--- config.mk ---
export PLATFORM = sky130hd
export DESIGN_NAME = exec_sequencer
export DESIGN_NICKNAME = d
export VERILOG_FILES = /design/src/rtl/exec_sequencer.sv
export SDC_FILE = /design/constraint.sdc
export NUM_CORES = 1
export LEC_CHECK = 0
export CORE_UTILIZATION = 39
export CTS_CLUSTER_DIAMETER = 100
export DETAILED_ROUTE_END_ITERATION = 7
export HOLD_SLACK_MARGIN = 0.12
export PLACE_DENSITY_LB_ADDON = 0.25
export SETUP_SLACK_MARGIN = 0.05
export SLEW_MARGIN = 20
export SYNTH_ARGS = -nofsm -noshare
export SYNTH_HDL_FRONTEND = slang
export SYNTH_SLANG_ARGS = --single-unit
--- constraint.sdc ---
create_clock -name clk -period 2.6 [get_ports clk]
set_clock_uncertainty 0.2 [all_clocks]
set_input_delay 0.65 -clock clk [delete_from_list [all_inputs] [get_ports clk]]
set_output_delay 0.65 -clock clk [all_outputs]
set_load 0.01 [all_outputs]
--- src/rtl/exec_sequencer.sv ---
// Multi-cycle instruction sequencer: fetch, halt check, single-cycle issue, wait for completions.
// Optional watchdog on the WAIT state is enabled by defining EXEC_WDOG_EN.
module exec_sequencer #(
  parameter int unsigned FETCH_LAT   = 2,
  parameter logic [31:0] HALT_WORD   = 32'hFFFF_FFFF,
  parameter int unsigned WDOG_CYCLES = 1024
) (
  input  logic        clk,
  input  logic        rstn,
  input  logic        start,
  input  logic [31:0] op_in,
  output logic        d_valid,
  output logic [31:0] op,
  input  logic        write_finish,
  input  logic        load_finish,
  input  logic        store_finish,
  input  logic        jump_finish,
  input  logic        uart_tx_done,
  output logic        busy,
  output logic        halted,
  output logic [31:0] retired,
  output logic        wdog_err
);

  localparam int unsigned CntW = (FETCH_LAT > 1) ? $clog2(FETCH_LAT) : 1;

  typedef enum logic [2:0] {StIdle, StFetch, StCheck, StIssue, StWait, StHalt} state_e;

  // Done-flag bit positions: {uart, jump, store, load, write}
  localparam int unsigned FlWrite = 0;
  localparam int unsigned FlLoad  = 1;
  localparam int unsigned FlStore = 2;
  localparam int unsigned FlJump  = 3;
  localparam int unsigned FlUart  = 4;

  state_e            state_q, state_d;
  logic [CntW-1:0]   fetch_cnt_q, fetch_cnt_d;
  logic [31:0]       op_q, op_d;
  logic [4:0]        flags_q, flags_d;
  logic [31:0]       retired_q, retired_d;
  logic [4:0]        pulses;
  logic [4:0]        req;
  logic              all_done;
  logic [5:0]        opcode;
  logic [5:0]        funct;

  assign pulses = {uart_tx_done, jump_finish, store_finish, load_finish, write_finish};
  assign opcode = op_q[31:26];
  assign funct  = op_q[5:0];

  // Completion set the latched op has to see before it retires.
  always_comb begin
    req = '0;
    req[FlJump] = 1'b1;
    case (opcode)
      6'b000000: if (funct != 6'b001000) req[FlWrite] = 1'b1;
      6'b001000, 6'b001010, 6'b001111, 6'b000011: req[FlWrite] = 1'b1;
      6'b010001: if (funct != 6'b010000 && funct != 6'b010001) req[FlWrite] = 1'b1;
      6'b100011, 6'b110001: begin
        req[FlWrite] = 1'b1;
        req[FlLoad]  = 1'b1;
      end
      6'b101011, 6'b111001: req[FlStore] = 1'b1;
      6'b110010: req[FlWrite] = 1'b1;
      6'b111010: req[FlUart]  = 1'b1;
      default: ;
    endcase
  end

  assign all_done = ((flags_q & req) == req);

`ifdef EXEC_WDOG_EN
  logic [31:0] wdog_cnt_q, wdog_cnt_d;
  logic        wdog_err_q, wdog_err_d;
`else
  logic unused_wdog;
  assign unused_wdog = ^WDOG_CYCLES;
`endif

  always_ff @(posedge clk or negedge rstn) begin
    if (!rstn) begin
      state_q     <= StIdle;
      fetch_cnt_q <= '0;
      op_q        <= '0;
      flags_q     <= '0;
      retired_q   <= '0;
`ifdef EXEC_WDOG_EN
      wdog_cnt_q  <= '0;
      wdog_err_q  <= 1'b0;
`endif
    end else begin
      state_q     <= state_d;
      fetch_cnt_q <= fetch_cnt_d;
      op_q        <= op_d;
      flags_q     <= flags_d;
      retired_q   <= retired_d;
`ifdef EXEC_WDOG_EN
      wdog_cnt_q  <= wdog_cnt_d;
      wdog_err_q  <= wdog_err_d;
`endif
    end
  end

  always_comb begin
    state_d     = state_q;
    fetch_cnt_d = fetch_cnt_q;
    op_d        = op_q;
    flags_d     = flags_q;
    retired_d   = retired_q;
`ifdef EXEC_WDOG_EN
    wdog_cnt_d  = wdog_cnt_q;
    wdog_err_d  = wdog_err_q;
`endif
    case (state_q)
      StIdle, StHalt: begin
        if (start) begin
          state_d     = StFetch;
          fetch_cnt_d = '0;
        end
      end
      StFetch: begin
        if (fetch_cnt_q == CntW'(FETCH_LAT - 1)) begin
          op_d        = op_in;
          fetch_cnt_d = '0;
          state_d     = StCheck;
        end else begin
          fetch_cnt_d = fetch_cnt_q + CntW'(1);
        end
      end
      StCheck: state_d = (op_q == HALT_WORD) ? StHalt : StIssue;
      StIssue: begin
        // Pulses coincident with issue already count toward completion.
        flags_d = pulses;
        state_d = StWait;
`ifdef EXEC_WDOG_EN
        wdog_cnt_d = '0;
`endif
      end
      StWait: begin
        flags_d = flags_q | pulses;
        if (all_done) begin
          retired_d = retired_q + 32'd1;
          state_d   = StFetch;
`ifdef EXEC_WDOG_EN
        end else if (wdog_cnt_q == 32'(WDOG_CYCLES - 1)) begin
          wdog_err_d = 1'b1;
          state_d    = StHalt;
        end else begin
          wdog_cnt_d = wdog_cnt_q + 32'd1;
`endif
        end
      end
      default: state_d = StIdle;
    endcase
  end

  always_comb begin
    d_valid = (state_q == StIssue);
    busy    = (state_q == StFetch) || (state_q == StCheck) ||
              (state_q == StIssue) || (state_q == StWait);
    halted  = (state_q == StHalt);
    op      = op_q;
    retired = retired_q;
`ifdef EXEC_WDOG_EN
    wdog_err = wdog_err_q;
`else
    wdog_err = 1'b0;
`endif
  end

endmodule

==> impl_metrics.csv <==
group,metric,value,unit
global_routing,grt_usage,18.47,%
sta,post-route-min-period,2463,ps
global_routing,grt_antenna_before_repair,0,
placed_design,gp_congestion,0.7899,
sta,timing.final.ws_setup,136.7,ps
power_and_ir_drop,powerDensity,981.7,nW/um^2
yosys,synth_compound_area_share,6.453,%
job,max_cap_viol_count,0,
placed_design,portBuffers,106,
layout,antennaDiodeCount,0,
critical_path,cp_top_family,"buffers and inverters",
floorplanning,initial_utilization,40.08,%
detailed_routing,via_per_inst,5.197,
detailed_routing,first_iter_violations,61,
sta,slew_viol_final,0,
cts,root_buffer,"clkbuf_8",
floorplanning,dieHeight,99.45,um
floorplanning,die_x,99.45,um
sta,fin_crit_sh,94.74,%
layout,final_common_cell,"clkdlybuf4s50_1",
yosys,synth.avg_cell_area,12.02,um^2
detailed_routing,wl_per_cell,15.63,um
detailed_routing,drc,0,
power_and_ir_drop,switching_share,34.74,%
cts,cts_tree,"built",
run_status,status,"finished clean",
yosys,yosys_warnings,0,
yosys,syn_area,3704,um^2
critical_path,reg2reg_slack,190,ps
critical_path,required,1750,ps
critical_path,cp_slowest_cell,"clkdlybuf4s50_1",
sta,max_slew_margin,49.03,%
critical_path,path_cells,"and3_2 -> clkdlybuf4s50_1",
yosys,synth_async_sr_flop_share,100.0,%
sta,finalHoldViolations,0,
global_routing,grt_pass1_vias,2978,
sta,grt_setup_unrepaired,"no",
global_routing,grt_max_degree,61,
cts,cts_buffers,9,
power_and_ir_drop,power_frac_seq,37.8,%
critical_path,slowest_delay,550,ps
cts,clk_pin_slew_worst_paths,80,ps
detailed_routing,dr.pass1.iters,4,
layout,drive_gt1_share,23.11,%
floorplanning,std_cell_rows,35,
sta,holdWs,167.3,ps
cts,h-tree-depth,3,
sta,tightest_slew,764.5,ps
layout,area_growth,39.12,%
critical_path,path_max_fanout,6,
placed_design,hpwl,6295,um
yosys,synth_xor_xnor_area_share,8.041,%
power_and_ir_drop,cellLeakagePower,2.162,nW
critical_path,cp-start-kind,"register",
power_and_ir_drop,net-switching-power,1.757,mW
yosys,synth-main-ff-cell,"dfrtp_1",
floorplanning,io_pins,108,
sta,setup_viol,0,
cts,ctsHoldBuffers,0,
critical_path,worstSetupPathDepth,2,
global_routing,grt_first_pass_wirelength,14340,um
power_and_ir_drop,internal_power,3.301,mW
layout,mostFrequentLayoutCells,"clkdlybuf4s50_1, dfrtp_1, mux2_2",
layout,fin_nets,460,
power_and_ir_drop,power_frac_comb,42.1,%
critical_path,reg2regPathDepth,6,
global_routing,globalRouteOverflowTotal,0,
yosys,synth-adder-area-share,0.3378,%
critical_path,crit_path_end,"d_valid",
power_and_ir_drop,ir_drop,571.9,uV
critical_path,end_kind,"output port",
yosys,synth_seq_cells,73,
layout,final_cells,553,
yosys,synthMuxAreaShare,10.14,%
sta,tns,0,ps
worst_hold_path,hold_class,"in -> async",
power_and_ir_drop,clock_power_share,20.1,%
sta,fmax,406.0,MHz
yosys,synth_top_family_by_area,"simple AND/OR/NAND/NOR gates",
yosys,synth_edf_count,0,
critical_path,critPathLaunch,"state_q[1]$_DFFE_PN0P_",
detailed_routing,drt_wl_total,8642,um
detailed_routing,num_vias,2874,
placed_design,dp_slack,198.6,ps
cts,clk_latency,350,ps
yosys,synth_fp_nets,349,
placed_design,place_area,4907,um^2
floorplanning,die_area,9890,um^2
yosys,syn_inst,308,
yosys,ys_seq_area_share,49.32,%
floorplanning,fp.coreArea,9240,um^2
cts,cts_max_path_buffers,2,
critical_path,critPathBufInv,1,
yosys,synthDistinctLibCells,54,
layout,stdcell_area,5152,um^2
detailed_routing,ant_nets,0,
critical_path,timing.rr.start,"op[26]$_DFFE_PN0P_",
yosys,synth-simple-area-share,21.89,%
critical_path,crit_type,"reg -> out",
placed_design,place_inst,536,
critical_path,r2r-end,"retired[1]$_DFFE_PN0P_",
critical_path,worstPathArrival,1610,ps
cts,clock-sinks,73,
[how the worst min path moves through the flow]
| stage | endpoint | cells past startpoint | start |
|---|---|---|---|
| final | retired[26]$_DFFE_PN0P_ | 1 | rstn |
| after global routing | retired[26]$_DFFE_PN0P_ | 1 | rstn |
| after global placement | retired[31]$_DFFE_PN0P_ | 1 | retired[31]$_DFFE_PN0P_ |
| after detailed placement | retired[31]$_DFFE_PN0P_ | 1 | retired[31]$_DFFE_PN0P_ |
| after CTS | retired[27]$_DFFE_PN0P_ | 1 | rstn |
| after floorplan | fetch_cnt_q$_DFFE_PN0P_ | 0 | rstn |
[layout make-up]
type | count | area [um^2]
fill | 829 | 4088
sequential | 73 | 1828
multi-input combinational | 214 | 1752
timing repair buffer | 117 | 1167
tap | 129 | 161.4
clock buffer | 11 | 151.4
clock inverter | 5 | 77.57
inverter | 4 | 15.01
[Yosys cell counts (all sizes together), types with 3 or more instances]
cell	instances	area (um^2)
nand4	19	118.9
or3	3	18.77
and3	5	31.28
xor2	30	262.8
nand3	13	70.07
clkbuf	4	15.01
nand2	13	48.80
buf	13	107.6
nor3	17	150.1
a22oi	5	37.54
inv	4	15.01
nor4b	3	38.79
xnor2	4	35.03
mux2	33	375.4
dfrtp	73	1827
o21ai	9	45.04
a21oi	9	45.04
nor4	15	165.2
nor2	9	38.79
[flip-flops by register name, indices dropped and copies added, names as in the netlist]
name and cells:
state_q 3, retired 32, fetch_cnt_q 1, op 32, flags_q 5
[what timing repair did]
action	4_1_cts	5_1_grt
endpoints found under the setup margin	3	2
setup buffers	1	0
gates resized for setup	3	2
gates cloned	0	0
[routing by layer]
| metal | GRT usage (%) | vias up | part of all wire (%) |
|---|---|---|---|
| met2 | 30.34 | 87 | 49 |
| met3 | 5.903 | 11 | 6.8 |
| met5 | 0 | - | 0 |
| met1 | 22.44 | 1412 | 43 |
| li1 | - | 1364 | - |
| met4 | 7.692 | 0 | 1.5 |
[kinds of logic (layout without fill, tap and decap cells)]
family          count (synthesis)  after routing
buf+inv                        21            137
compound gates                 33             33
flops                          73             73
simple gates                  112            112
xor+xnor                       34             34
fa+ha+maj                       1              1
other cells                     1              1
mux                            33             33
[power by group through the flow]
stage                     logic [mW]  clock network (mW)  registers [mW]
final                           2.13                1.02            1.91
after global routing            2.31                1.08            1.98
after CTS                       2.16                1.04            1.92
after detailed placement        2.12                   0            1.94
after global placement          2.09                   0            1.91
after floorplan                 1.09                   0            1.95
[stage by stage]
| step | total power [mW] | utilization [%] |
|---|---|---|
| floorplan | 3.041 | - |
| global placement | 4.003 | 53.11 |
| detailed placement | 4.065 | 53.11 |
| CTS | 5.119 | 55.72 |
| global route | 5.373 | 55.76 |
| finish | 5.058 | 55.76 |
Power figures use the tool's default switching activity.
